`config.mk`:
```
export PLATFORM = sky130hd
export DESIGN_NAME = adc_sample_packer
export DESIGN_NICKNAME = d
export VERILOG_FILES = /design/src/rtl/adc_sample_packer.sv
export SDC_FILE = /design/constraint.sdc
export NUM_CORES = 1
export LEC_CHECK = 0
export BUFFER_PORTS_ARGS = -buffer_cell sky130_fd_sc_hd__buf_4
export CAP_MARGIN = 30
export CORE_AREA = 2 2 126 128
export CTS_CLUSTER_SIZE = 16
export DETAILED_ROUTE_END_ITERATION = 8
export DIE_AREA = 0 0 128 130
export SETUP_SLACK_MARGIN = 0.02
export SLEW_MARGIN = 20
export SYNTH_ARGS = -nofsm -noshare
export SYNTH_HDL_FRONTEND = slang
export SYNTH_SLANG_ARGS = --single-unit
```
`constraint.sdc`:
```
create_clock -name clk -period 3.89 [get_ports clk]
set_input_delay 0.389 -clock clk [delete_from_list [all_inputs] [get_ports clk]]
set_output_delay 0.389 -clock clk [all_outputs]
set_load 0.02 [all_outputs]
```
`src/rtl/adc_sample_packer.sv`:
```
// ADC/GPIO sample packer: captures both ADC channels and the GPIO bus every
// cycle, packs them into 32-bit FIFO words by mode, and counts words dropped
// while the FIFO is full. Everything runs in the ADC clock domain.
module adc_sample_packer #(
    parameter int CNT_W       = 16,
    parameter int SYNC_STAGES = 2
) (
    input  logic             clk,
    input  logic             rst,
    input  logic [11:0]      adc0_data,
    input  logic [11:0]      adc1_data,
    input  logic [7:0]       gpio_data,
    input  logic [1:0]       mode_in,
    input  logic             enable_in,
    input  logic             clr_overflow,
    input  logic             fifo_full,
    output logic [31:0]      fifo_wdata,
    output logic             fifo_winc,
    output logic             overflow,
    output logic [CNT_W-1:0] overflow_count,
    output logic [1:0]       mode_active
);

    typedef enum logic {PH_LO = 1'b0, PH_HI = 1'b1} phase_t;

    logic [SYNC_STAGES-1:0][1:0] mode_sync;
    logic [SYNC_STAGES-1:0]      en_sync;
    logic [11:0]                 adc0_s1, adc1_s1;
    logic [7:0]                  gpio_s1;

    phase_t      phase, phase_nxt;
    logic [15:0] low_half, low_half_nxt;
    logic [31:0] test_cnt, test_cnt_nxt;
    logic        en_active;
    logic [15:0] half_sel;
    logic [31:0] word;
    logic        word_rdy, drop, wr, boundary;
    logic [CNT_W-1:0] ovf_cnt_nxt;
    logic             ovf_nxt;

    // Settings come from a foreign domain; pass them through a flop chain.
    always_ff @(posedge clk or posedge rst) begin
        if (rst) begin
            mode_sync <= '0;
            en_sync   <= '0;
        end else begin
            mode_sync <= {mode_sync[SYNC_STAGES-2:0], mode_in};
            en_sync   <= {en_sync[SYNC_STAGES-2:0], enable_in};
        end
    end

    // S1: register raw samples every cycle.
    always_ff @(posedge clk or posedge rst) begin
        if (rst) begin
            adc0_s1 <= '0;
            adc1_s1 <= '0;
            gpio_s1 <= '0;
        end else begin
            adc0_s1 <= adc0_data;
            adc1_s1 <= adc1_data;
            gpio_s1 <= gpio_data;
        end
    end

    // Pack step: form the next word from S1 under the applied mode/enable.
    always_comb begin
        word_rdy     = 1'b0;
        word         = '0;
        phase_nxt    = phase;
        low_half_nxt = low_half;
        test_cnt_nxt = test_cnt;
        half_sel     = (mode_active == 2'd2) ? {gpio_s1[7:4], adc1_s1}
                                             : {gpio_s1[3:0], adc0_s1};
        if (en_active) begin
            case (mode_active)
                2'd0: begin
                    word_rdy = 1'b1;
                    word     = {adc1_s1, gpio_s1, adc0_s1};
                end
                2'd1, 2'd2: begin
                    if (phase == PH_LO) begin
                        low_half_nxt = half_sel;
                        phase_nxt    = PH_HI;
                    end else begin
                        word_rdy  = 1'b1;
                        word      = {half_sel, low_half};
                        phase_nxt = PH_LO;
                    end
                end
                default: begin
                    word_rdy     = 1'b1;
                    word         = test_cnt;
                    test_cnt_nxt = test_cnt + 32'd1;
                end
            endcase
        end else begin
            phase_nxt = PH_LO;
        end
        drop = word_rdy & fifo_full;
        wr   = word_rdy & ~fifo_full;
        // New settings may only take over once no half-word is pending.
        boundary = (phase_nxt == PH_LO);
    end

    // Drop accounting: a drop in the same cycle as a clear restarts at 1.
    always_comb begin
        ovf_nxt     = overflow;
        ovf_cnt_nxt = overflow_count;
        if (drop) begin
            ovf_nxt     = 1'b1;
            ovf_cnt_nxt = clr_overflow ? CNT_W'(1)
                        : (&overflow_count) ? overflow_count
                        : overflow_count + CNT_W'(1);
        end else if (clr_overflow) begin
            ovf_nxt     = 1'b0;
            ovf_cnt_nxt = '0;
        end
    end

    // S2 and pack state registers.
    always_ff @(posedge clk or posedge rst) begin
        if (rst) begin
            phase          <= PH_LO;
            low_half       <= '0;
            test_cnt       <= '0;
            en_active      <= 1'b0;
            mode_active    <= 2'd0;
            fifo_wdata     <= '0;
            fifo_winc      <= 1'b0;
            overflow       <= 1'b0;
            overflow_count <= '0;
        end else begin
            phase          <= phase_nxt;
            low_half       <= low_half_nxt;
            test_cnt       <= test_cnt_nxt;
            fifo_winc      <= wr;
            overflow       <= ovf_nxt;
            overflow_count <= ovf_cnt_nxt;
            if (wr) fifo_wdata <= word;
            if (boundary) begin
                en_active   <= en_sync[SYNC_STAGES-1];
                mode_active <= mode_sync[SYNC_STAGES-1];
            end
        end
    end

endmodule

```
# ---- Yosys cells after proc, flatten, opt, wreduce, memory -nomap -nowiden
# Cells that the tools add are included.
dict set report totals {
  regBits 140
  wordCells 49
  out_inout_bits 52
}
dict set report op_classes {
  bitwise_logic 5
  n_eq_ne 3
  n_reduce_logical 8
  n_addsub 2
  n_mux 16
}
# op n
set op_table {}
lappend op_table {{2-to-1 mux 16 bit} 5}
lappend op_table {{2-to-1 mux 32 bit} 2}
lappend op_table {{case mux 32 bit (2 select lines)} 1}
lappend op_table {{adder 32 x 1 -> 32 bit, second input constant} 1}
lappend op_table {{adder 16 x 1 -> 16 bit, second input constant} 1}
lappend op_table {{AND reduction 16 bit} 1}
lappend op_table {{2-to-1 mux 1 bit} 8}
lappend op_table {{AND reduction 2 bit} 2}
lappend op_table {{inverter 1 bit} 3}
lappend op_table {{AND reduction 3 bit} 1}
lappend op_table {{OR reduction 3 bit} 1}
lappend op_table {{AND 1 bit} 2}
lappend op_table {{== test 2 x 1 -> 1 bit, second input constant} 1}
lappend op_table {{== test 2 bit, second input constant} 1}
lappend op_table {{zero test 2 bit} 1}
lappend op_table {{inequality test 2 bit, second input constant} 1}
lappend op_table {{nonzero test 2 bit} 1}
lappend op_table {{OR reduction 2 bit} 1}

# ---- Longest topological paths before layout
# Gate-level depths: netlist (run 1).
dict set report logic_depth {
  word_depth 7
  ltp_mapped 9
  depth_no_buf 8
}

# ---- Worst setup path before layout (run 1)
# OpenSTA, ideal clock, no wires.
dict set report synth_path {
  path_type {register to register}
  startpoint {register mode_active[0]}
  endpoint {register overflow_count[10]}
  setup_slack_ns 1.520
  t_required_ns 3.758
  arrival_ns 2.238
  stages_incl_launch_ff 10
  period_less_slack_ns 2.370
  path_buffers 1
  setup_ns 0.132
  cell_sequence {dfrtp_1 inv_1 ha_1 ha_1 nand4b_1 or3_1 buf_2 a311oi_2 xnor2_1 nor2_1}
}
dict set report synth_via {
  elab_chain_len 7
}
# item line
set synth_rtl {}
lappend synth_rtl {{start: declaration} 21} ;# output logic [1:0] mode_active
lappend synth_rtl {{start signal: assignment} 142} ;# mode_active <= mode_sync[SYNC_STAGES-1];
lappend synth_rtl {{== test 2 bit / == test 2 x 1 -> 1 bit (equally long branches)} 75} ;# case (mode_active)
lappend synth_rtl {{OR reduction 2 bit (*)} 75}
lappend synth_rtl {{2-to-1 mux 1 bit (*)} 75}
lappend synth_rtl {{2-to-1 mux 1 bit (*)} 74} ;# if (en_active) begin
lappend synth_rtl {{AND 1 bit (*)} 99} ;# drop = word_rdy & fifo_full;
lappend synth_rtl {{nonzero test 2 bit (no line)} -}
lappend synth_rtl {{AND reduction 2 bit (no line)} -}
lappend synth_rtl {{end signal: assignment} 138} ;# overflow_count <= ovf_cnt_nxt;
lappend synth_rtl {{end: declaration} 20} ;# output logic [CNT_W-1:0] overflow_count,
# Mark *: on every way between the ends. The rest lies on a longest branch, timed or not.
# A chain may end at the register's enable or synchronous reset.

# ---- Worst setup path in the final report (run 1)
dict set report layout_path {
  startpoint {register mode_active[1]}
  endpoint {register overflow_count[11]}
}
# The elaborated chain is that of the path after synthesis.

==> metrics.md, run 1 <==
| Metric | Value |
|---|---|
| Pre-CTS WS | 1.371 ns |
| Pin count of the biggest net entering global routing | around 110 |
| Adder-Cell Fraction of Synth Area | under 10% |
| Top Usage Layer GRT | met2 |
| Max Cap Viol | 0 |
| Resized Gates After CTS | 0 |
| P_int | 3696 uW |
| Total GRT Usage | 17.58% |
| Slew HR | between 50% and 60% |
| Antenna Violating Nets Remaining | 0 |
| Nets | between 600 and 700 |
| Lkg Pwr | between 0.003 and 0.004 uW |
| 1st-pass router iterations | 5 |
| Met1 Usage GRT | between 20% and 30% |
| WL/cell | approximately 16 um |
| RSZ-0062 raised after global routing | false |
| H-tree levels | 4 |
| Worst Hold Slack | 0.07891 ns |
| Synth warnings | 0 |
| Iteration-0 DRC Markers | between 300 and 400 |
| CP bufs+invs | 1 |
| # setup viols final | 0 |
| VDD IR-drop max | approximately 340 uV |
| Setup_tns | 0 ns |
| Hold WC Path Type | in2reg |
| Root buf cell | clkbuf_16 |
| Compound-Gate Fraction of Synth Area | a little over a tenth |
| Critical path, cell by cell | inv_1 -> ha_1 -> ha_1 -> nand3b_1 -> nor4_1 -> nand4_1 -> xor2_1 -> a21oi_1 |
| Total CTS buffers | 17 |
| Top Family by Delay on Critical Path | simple AND/OR/NAND/NOR gates |
| Final Slew Violations | 0 |
| TritonCTS clock tree | done |
| Share of power burned in registers | approximately 35% |
| Switch share | 34.59% |
| Total setup buffers inserted after CTS | 0 |
| Net count after synthesis | 600 |
| Clk buf depth | 2 |
| Combinational Power Share | about 33% |
| Worst-path fanout max | 6 |
| Critical Path RT | between 4 and 5 ns |
| Largest family of logic cells by synthesized area | simple AND/OR/NAND/NOR gates |
| Post-Synthesis Cells | approximately 550 |
| DRC | 0 |
| Filler instances | ~1400 |
| Worst slew pin tran | approximately 0.73 ns |
| CP Data Arrival Time | 2.88 ns |
| N_diodes | 0 |
| Met2 Track Usage GR | about 27% |
| Core Box Area | roughly 15000 sq um |
| Synth Area in Simple Gates | between 10% and 20% |
| # rows | 46 |
| Period utilisation layout | between 60 and 70% |
| Reg area | ~3500 sq um |
| Area grow syn2layout | 26.32% |
| Die width | roughly 130 um |
| Setup crit end kind | flop |
| Die Area | approximately 17000 sq um |
| Sw Pwr | about 2000 uW |
| Vias | between 4000 and 5000 |
| Global-route wire length before repair | around 22 mm |
| Synthesized area per cell | 10.78 sq um |
| Power Dens Cells | 750.4 nW/um^2 |
| M3 GR Usage | between 4 and 5% |
| Most Frequent Cell on Critical Path | ha_1 |
| Hpwl dp | roughly 9.9 mm |
| Worst-Skew Late Latency | about 0.41 ns |
| Multi-input logic area | about 2300 sq um |
| Placed instance area | between 6000 and 7000 sq um |
| Overflow after GRT | 0 |
| Final GP Congestion | 0.8576 |
| Vias in the first global route | approximately 4300 |
| Unique masters post-synth | 42 |
| Fmax | 0.3919 GHz |
| Worst clock skew | 0.007253 ns |
| Multiplexer share of the synthesized area | about 5.6% |
| Sequential cell area fraction in the yosys report | between 50% and 60% |
| Hold Buf Count CTS | 0 |
| Routed Wire Length | 13.65 mm |
| Die height | around 130 um |
| Initial Util | between 30% and 40% |
| Synth Area in XOR/XNOR | between 6 and 7% |
| Clock Pin Slew Worst Setup and Hold Paths | around 0.06 ns |
| Initial antenna violation count | 0 |
| Final hold violations | 0 |
| CP max stage cell | nor4_1 |
| CP Class | reg2reg |
| Final worst slack | ~1.3 ns |
| Clk sinks | 140 |
| Slowest stage delay, CP | 0.64 ns |
| Startpoint Class | flop |
| Post-synthesis register bit count | 140 |
| Final Cell Area | between 7000 and 8000 sq um |
| Tot Pwr | around 5700 uW |
| PortBufs | 90 |
| Synthesized cell area | 5961 sq um |
| Layout cells sized above 1 | approximately a fifth |
| DR vias/cell | just over 5 |
| Min Clock Period, post-route | about 2.6 ns |
| Num ports | a little over 90 |
| Clk pwr share | approximately 32% |
| Status | completed |
==> placed cells by master, fill, tap and decap left out, types with 9 or more instances in the layout <==
cell type | Yosys | layout
nand3_1 | 15 | 15
xnor2_1 | 27 | 27
buf_4 | 1 | 90
o21ai_0 | 67 | 67
xor2_1 | 15 | 15
a21oi_1 | 27 | 27
inv_1 | 10 | 9
mux2i_1 | 32 | 32
nor2_1 | 30 | 30
dfrtp_1 | 140 | 140
nand2_1 | 87 | 87
clkbuf_16 | 0 | 17
a22oi_1 | 16 | 16
==> metal layers <==
layer	vias to the layer above	part of all wire (%)	wire length (um)
met1	2066	47	6375
met2	119	46	6236
li1	2082	-	-
met5	-	0	0
met4	0	2.0	274
met3	19	5.6	767
==> cells in the mapped netlist <==
master | instances | share of area (%)
dfrtp_1 | 140 | 59
nand2_1 | 87 | 5.5
o21ai_0 | 67 | 5.6
mux2i_1 | 32 | 5.4
nor2_1 | 30 | 1.9
a21oi_1 | 27 | 2.3
xnor2_1 | 27 | 4.0
clkbuf_1 | 23 | 1.4
a22oi_1 | 16 | 2.0
nand3_1 | 15 | 1.3
xor2_1 | 15 | 2.2
inv_1 | 10 | 0.63
ha_1 | 8 | 1.7
and4_1 | 7 | 1.0
nand4_1 | 7 | 0.73
and3_1 | 5 | 0.52
nor3_1 | 5 | 0.42
and2_1 | 4 | 0.42
buf_2 | 3 | 0.25
a31o_2 | 2 | 0.29
nand2b_1 | 2 | 0.21
a22o_1 | 1 | 0.15
a311oi_1 | 1 | 0.15
a311oi_2 | 1 | 0.25
a41o_1 | 1 | 0.17
and3_2 | 1 | 0.13
and3b_1 | 1 | 0.15
and4b_1 | 1 | 0.17
buf_1 | 1 | 0.063
buf_4 | 1 | 0.13
mux2_2 | 1 | 0.19
nand3b_1 | 1 | 0.13
nand4_2 | 1 | 0.21
nand4_4 | 1 | 0.36
nand4b_1 | 1 | 0.15
nor3_2 | 1 | 0.17
nor4_1 | 1 | 0.11
nor4_4 | 1 | 0.36
nor4b_1 | 1 | 0.15
or2_2 | 1 | 0.11
or3_1 | 1 | 0.11
or3b_2 | 1 | 0.15
==> final timing paths <==
kind / endpoint / cells after the start / slack [ns] / startpoint
min in group asynchronous: gpio_s1[3] / 2 / 0.10 / rst
max in group asynchronous: test_cnt[8] / 3 / 2.78 / rst
worst max-delay path: overflow_count[11] / 8 / 1.34 / mode_active[1]
worst min register to register: mode_sync[2] / 0 / 0.35 / mode_sync[0]
worst min-delay path: gpio_s1[0] / 1 / 0.08 / gpio_data[0]
worst max register to register: overflow_count[11] / 8 / 1.34 / mode_active[1]
==> power groups by stage <==
stage / sequential (uW) / combinational (uW) / clock [uW]
floorplan: 2120 / 1030 / 0
global placement: 1970 / 1770 / 0
detailed placement: 1980 / 1870 / 0
CTS: 1950 / 1880 / 1850
global route: 1990 / 2080 / 1920
finish: 1950 / 1870 / 1820
==> kinds of logic after synthesis <==
kind of cell,after synthesis
xor+xnor,42
buf+inv,38
compound gates,116
mux,33
simple gates,176
fa+ha+maj,8
flops,140
==> worst reg2reg max path, delay by kind of cell, from the launching register on <==
kind	cells	cell delay, ns
simple gates	3	1.07
fa+ha+maj	2	0.55
flops	1	0.45
xor+xnor	1	0.17
compound gates	1	0.14
buf+inv	1	0.09
==> flip-flops by register name, summed over array words and instances (netlist names), 2 cells and up <==
register	cells
mode_active	2
fifo_wdata	32
gpio_s1	8
low_half	16
overflow_count	16
adc1_s1	12
adc0_s1	12
test_cnt	32
en_sync	2
mode_sync	4
==> metrics by stage <==
stage	cells	utilization (%)
5_1_grt	844	48.82
4_1_cts	843	48.74
3_5_place_dp	811	44.43
3_3_place_gp	808	44.02
6_report	844	48.82
2_1_floorplan	553	-
==> area by class of cell <==
| cell class | instances | share of cell area, % |
|---|---|---|
| Inverter | 10 | 0.5484 |
| Multi-Input combinational cell | 375 | 30.67 |
| Timing Repair Buffer | 95 | 10.22 |
| Sequential cell | 140 | 46.53 |
| Clock inverter | 11 | 2.858 |
| Tap cell | 192 | 3.190 |
| Clock buffer | 21 | 5.982 |
Power figures use the tool's default switching activity.
==> run 2: changes to the inputs <==
==> constraint.sdc (replaced) <==
create_clock -name clk -period 2.5 [get_ports clk]
set_input_delay 0.25 -clock clk [delete_from_list [all_inputs] [get_ports clk]]
set_output_delay 0.25 -clock clk [all_outputs]
set_load 0.02 [all_outputs]
==> metrics.md, run 2 (same netlist as run 1, synthesis figures left out) <==
| Metric | Value |
|---|---|
| VDD IR-drop max | 566.5 uV (+65%) |
| Most frequent cells in the layout | 140 x dfrtp_1, 103 x buf_4, 87 x nand2_1 |
| CP Class | reg2reg |
| H-tree levels | 4 (unchanged) |
| Failing checks | negative hold slack |
| Max Cap Viol | 0 (unchanged) |
| Final Slew Violations | 0 (unchanged) |
| 1st-pass router iterations | 5 (unchanged) |
| Nets | 732 (+6.7%) |
| Initial Util | 38.64% (unchanged) |
| Reg-to-Reg Start | mode_active[0] |
| CP startpoint | mode_active[0] |
| Clk buf depth | 2 (unchanged) |
| Setup crit end kind | flop |
| Total GRT Usage | 18.43% (+0.85 points) |
| Period utilisation layout | 91.29% (+26 points) |
| Iteration-0 DRC Markers | 372 (-5.1%) |
| Total CTS buffers | 17 (unchanged) |
| Post-Route Utilization | 51.31% (+2.5 points) |
| Min Clock Period, post-route | 2.282 ns (-0.2696 ns) |
| Core Box Area | 15420 sq um (unchanged) |
| Fmax | 0.4382 GHz (+12%) |
| TritonCTS clock tree | done |
| Routed Wire Length | 14.36 mm (+5.1%) |
| Commonest non-fill, non-tap cell in the layout | dfrtp_1 |
| Die height | 130 um (unchanged) |
| Biggest regs | fifo_wdata: 32 flops, test_cnt: 32 flops |
| Root buf cell | clkbuf_16 |
| Worst Hold Slack | -0.006428 ns (-0.08533 ns) |
| Initial antenna violation count | 0 (unchanged) |
| Power Dens Cells | 1102 nW/um^2 (+47%) |
| Status | finished with violations |
| RSZ-0062 raised after global routing | false |
| Worst slew pin tran | 0.8229 ns (+0.09348 ns) |
| Resized Gates After CTS | 0 (unchanged) |
| Die Area | 16640 sq um (unchanged) |
| WL/cell | 16.13 um (-0.29%) |
| Most Frequent Cell on Critical Path | ha_1 |
| Final Cell Area | 7915 sq um (+5.1%) |
| CP Data Arrival Time | 2.58 ns (-0.30 ns) |
| Clock Pin Slew Worst Setup and Hold Paths | 0.06 ns (about the same) |
| Clk sinks | 140 (unchanged) |
| Vias in the first global route | 4513 (+5.6%) |
| Num ports | 91 (unchanged) |
| Placed instance area | 6928 sq um (+1.1%) |
| Slowest stage delay, CP | 0.44 ns (-0.20 ns) |
| Lkg Pwr | 0.003657 uW (+4.8%) |
| Worst clock skew | 0.006517 ns (-0.0007360 ns) |
| N_diodes | 0 (unchanged) |
| Worst-Skew Late Latency | 0.42 ns (about the same) |
| PortBufs | 90 (unchanged) |
| Area grow syn2layout | 32.79% |
| Hpwl dp | 10.13 mm (+2.1%) |
| CP max stage cell | or3_1 |
| Top Family by Delay on Critical Path | simple AND/OR/NAND/NOR gates |
| Startpoint Class | flop |
| Antenna Violating Nets Remaining | 0 (unchanged) |
| CP bufs+invs | 1 (unchanged) |
| Final hold violations | 15 (+15) |
| DR vias/cell | 4.978 (-2.0%) |
| Layout cells sized above 1 | 21.63% (+0.62 points) |
| # setup viols final | 0 (unchanged) |
| Slew HR | 45.02% (-6.2 points) |
| Vias | 4430 (+3.4%) |
| Global-route wire length before repair | 23.64 mm (+5.6%) |
| # rows | 46 (unchanged) |
| Pin count of the biggest net entering global routing | 66 (-39%) |
| Setup_tns | 0 ns (unchanged) |
| Hold WC Path Type | in2async |
| Critical Path RT | 2.80 ns (-1.42 ns) |
| Overflow after GRT | 0 (unchanged) |
| Final GP Congestion | 0.8394 (-2.1%) |
| Die width | 128 um (unchanged) |
| Critical path, cell by cell | inv_1 -> ha_1 -> ha_1 -> nand4b_1 -> or3_1 -> a311oi_2 -> xnor2_1 -> nor2_1 |
| Worst-path fanout max | 5 (-1) |
| DRC | 0 (unchanged) |
run 2: cell count changes in the layout (fill, tap and decap cells not counted), sizes merged:
| cell | before | now |
|---|---|---|
| bufinv | 6 | 4 |
| inv | 9 | 13 |
| clkbuf | 21 | 17 |
| clkinvlp | 2 | 5 |
| dlygate4sd3 | 0 | 35 |
| clkinv | 4 | 3 |
| buf | 95 | 106 |
run 2: layer usage:
layer | GRT usage [%] | part of all wire, %
met5 | 0 | 0
met4 | 6.852 | 2.1
met3 | 4.633 | 4.9
met2 | 27.56 | 46
met1 | 26.11 | 47
run 2: worst paths after layout:
path                                           end  slack (ns)  depth (start not counted)
worst max-delay path            overflow_count[10]        0.22                          8
worst min-delay path                  mode_sync[1]      -0.006                          2
worst max register to register  overflow_count[10]        0.22                          8
worst min register to register        mode_sync[3]        0.35                          0
max in group asynchronous           fifo_wdata[23]        1.78                          3
min in group clk                overflow_count[12]        0.14                          2
run 2: cell type report:
type                       instances  area (sq um)
clock buffer                      17         425.4
clock inverter                    15         211.5
fill                            1390          7510
inverter                          10         41.29
multi-input combinational        375          2310
sequential                       140          3503
tap                              192         240.2
timing repair buffer             141          1184
run 2: worst register-to-register path: cells and delay by family, from the launching register on:
kind,cells,cell delay (ns)
xor+xnor,1,0.14
buf+inv,1,0.13
flops,1,0.38
compound gates,1,0.29
fa+ha+maj,2,0.50
simple gates,3,0.72
run 2: repair_timing:
action / CTS / global route
setup buffers: 0 / 0
hold buffers: 35 / 0
hold endpoints to repair: 35 / 0
run 2: report_power, final:
group | internal, uW | leakage, uW | total [uW] | switching (uW)
Combinational | 1160 | 0.00156 | 3000 | 1830
Clock | 1690 | 0.000297 | 2710 | 1020
Sequential | 2730 | 0.00180 | 3020 | 285
Total | 5580 | 0.00366 | 8720 | 3140
run 2: stage by stage:
stage          setup WS [ns]  total power [uW]  instances
3_3_place_gp          0.2748              5945        823
4_1_cts               0.2189              8801        890
6_report              0.2177              8724        890
5_1_grt              0.04656              9258        890
2_1_floorplan         0.1301              4900        553
3_5_place_dp          0.2247              6039        823
==> run 3: changes to the inputs <==
--- a/config.mk
+++ b/config.mk
@@ -7,10 +7,11 @@
 export LEC_CHECK = 0
 export BUFFER_PORTS_ARGS = -buffer_cell sky130_fd_sc_hd__buf_4
 export CAP_MARGIN = 30
-export CORE_AREA = 2 2 126 128
+export CORE_AREA = 2 2 113 115
 export CTS_CLUSTER_SIZE = 16
 export DETAILED_ROUTE_END_ITERATION = 8
-export DIE_AREA = 0 0 128 130
+export DIE_AREA = 0 0 115 117
+export PLACE_DENSITY = 0.7
 export SETUP_SLACK_MARGIN = 0.02
 export SLEW_MARGIN = 20
 export SYNTH_ARGS = -nofsm -noshare
==> metrics.md, run 3 (same netlist as run 1, synthesis figures left out) <==
| Metric | Value |
|---|---|
| CP Class | reg2reg |
| WL/cell | 16.56 um (+2.7%) |
| Flop-to-flop setup slack | 0.19 ns (-0.02 ns) |
| N_diodes | 0 (unchanged) |
| Routed Wire Length | 14.00 mm (-2.5%) |
| TritonCTS clock tree | done |
| RSZ-0062 raised after global routing | false |
| Setup_tns | 0 ns (unchanged) |
| Final Slew Violations | 0 (unchanged) |
| Lkg Pwr | 0.003597 uW (-1.6%) |
| Num ports | 91 (unchanged) |
| Iteration-0 DRC Markers | 328 (-12%) |
| Max Cap Viol | 0 (unchanged) |
| Nets | 729 (-0.41%) |
| Antenna Violating Nets Remaining | 0 (unchanged) |
| Combinational Power Share | 35.3% (+0.9 points) |
| Tot Pwr | 8288 uW (-5.0%) |
| Top sig layer | met4 |
| Fmax | 0.4337 GHz (-1.0%) |
| Hold_sp | clr_overflow |
| Share of power burned in registers | 36.5% (+1.9 points) |
| Worst r2r dst | overflow_count[10] |
| CP Data Arrival Time | 2.61 ns (+0.03 ns) |
| Area grow syn2layout | 29.93% |
| Hold Path Sink | overflow_count[6] |
| Resized Gates After CTS | 0 (unchanged) |
| Sw Pwr | 3060 uW (-2.6%) |
| Global-route wire length before repair | 22.71 mm (-3.9%) |
| Filler instances | 979 (-30%) |
| Total GRT Usage | 22.14% (+3.7 points) |
| H-tree levels | 4 (unchanged) |
| # setup viols final | 0 (unchanged) |
| Biggest regs | fifo_wdata: 32 flops, test_cnt: 32 flops |
| # rows | 41 (-11%) |
| Initial antenna violation count | 0 (unchanged) |
| Final GP Congestion | 0.8317 (-0.92%) |
| Worst Hold Slack | 0.1337 ns (+0.1401 ns) |
| Clk pwr share | 28.2% (-2.8 points) |
| Vias | 4464 (+0.77%) |
| DR vias/cell | 5.283 (+6.1%) |
| DR WL met3 | 743 um (+5.4%) |
| Hold WC Path Type | in2reg |
| Switch share | 36.92% (+0.92 points) |
| DRC | 0 (unchanged) |
| Clk buf depth | 2 (unchanged) |
| PortBufs | 90 (unchanged) |
| Overflow after GRT | 0 (unchanged) |
| Period utilisation layout | 92.22% (+0.93 points) |
| Reg-to-Reg Start | mode_active[0] |
| Die Area | 13460 sq um (-19%) |
| Worst clock skew | 0.01020 ns (+0.003679 ns) |
| Startpoint Class | flop |
| R2r worst-path depth | 8 (unchanged) |
| Pin count of the biggest net entering global routing | 74 (+12%) |
| Clock Pin Slew Worst Setup and Hold Paths | 0.06 ns (about the same) |
| Status | completed |
| Total setup buffers inserted after CTS | 0 (unchanged) |
| Die width | 115 um (-10%) |
| Slew HR | 58.38% (+13 points) |
| Min Clock Period, post-route | 2.306 ns (+0.02321 ns) |
| Setup crit end kind | flop |
| Core Box Area | 12310 sq um (-20%) |
| Worst-Skew Late Latency | 0.42 ns (about the same) |
| Power Dens Cells | 1070 nW/um^2 (-2.9%) |
| Total CTS buffers | 17 (unchanged) |
| Layout cells sized above 1 | 21.01% (-0.63 points) |
| Clk sinks | 140 (unchanged) |
| Final hold violations | 0 (-15) |
| Vias in the first global route | 4381 (-2.9%) |
| Worst slew pin tran | 0.6243 ns (-0.1987 ns) |
| Most frequent cells in the layout | 140 x dfrtp_1, 100 x buf_4, 87 x nand2_1 |
| Initial Util | 48.41% (+9.8 points) |
| 1st-pass router iterations | 4 (-1) |
| Hpwl dp | 9.440 mm (-6.8%) |
| Critical Path RT | 2.80 ns (about the same) |
| P_int | 5228 uW (-6.4%) |
| Commonest non-fill, non-tap cell in the layout | dfrtp_1 |
| Met2 wire length | 6.907 mm (+5.5%) |
| WL met1 | 6.175 mm (-9.2%) |
| Cell depth of the worst hold path | 2 |
| Die height | 117 um (-10%) |
| Root buf cell | clkbuf_16 |
| VDD IR-drop max | 508.4 uV (-10%) |
| Worst-path fanout max | 5 (unchanged) |
-- run 3: area by class of cell --
class                      instances  area, sq um  share of cell area (%)
sequential                       140         3503                   45.23
multi-input combinational        375         2310                   29.82
timing repair buffer             138         1151                   14.86
clock buffer                      18        429.2                   5.541
tap                              150        187.7                   2.423
clock inverter                    14        122.6                   1.583
inverter                          10        41.29                  0.5331
-- run 3: layer usage --
| metal | global-route usage (%) | vias to the layer above |
|---|---|---|
| met2 | 35.02 | 123 |
| li1 | - | 2162 |
| met4 | 8.193 | 0 |
| met3 | 5.149 | 18 |
| met1 | 30.16 | 2161 |
| met5 | 0 | - |
-- run 3: per-stage QoR --
stage	util [%]	area, sq um	worst slack [ns]	std cells
after floorplan	-	5964	0.1301	553
after global placement	55.50	6833	0.2745	777
after detailed placement	55.50	6833	0.2029	777
after CTS	62.91	7745	0.1815	845
after global routing	62.91	7745	0.02018	845
final	62.91	7745	0.1945	845
-- run 3: timing repair --
action / in CTS / in global routing
endpoints found under the hold margin: 40 / 0
setup endpoints to repair: 0 / 0
hold buffers: 36 / 0
-- run 3: worst max-delay path by stage --
stage	from	endpoint	slack, ns	cells past startpoint
after floorplan	mode_active[0]	overflow_count[10]	0.13	9
after global placement	mode_active[0]	overflow_count[10]	0.27	8
after detailed placement	mode_active[0]	overflow_count[10]	0.20	8
after CTS	mode_active[0]	overflow_count[10]	0.18	8
after global routing	mode_active[0]	overflow_count[10]	0.02	8
final	mode_active[0]	overflow_count[10]	0.19	8
-- run 3: power groups by stage --
stage / clock, uW / sequential, uW / combinational, uW
after floorplan: 0 / 3300 / 1600
after global placement: 0 / 3040 / 2810
after detailed placement: 0 / 3060 / 2880
after CTS: 2380 / 3020 / 2940
after global routing: 2490 / 3080 / 3250
final: 2340 / 3020 / 2920
-- run 3: critical path: stages (launching register included) --
cell and delay, ns:
dfrtp_1 0.38, inv_1 0.13, ha_1 0.29, ha_1 0.22, nand4b_1 0.24, or3_1 0.45
a311oi_2 0.30, xnor2_1 0.15, nor2_1 0.05
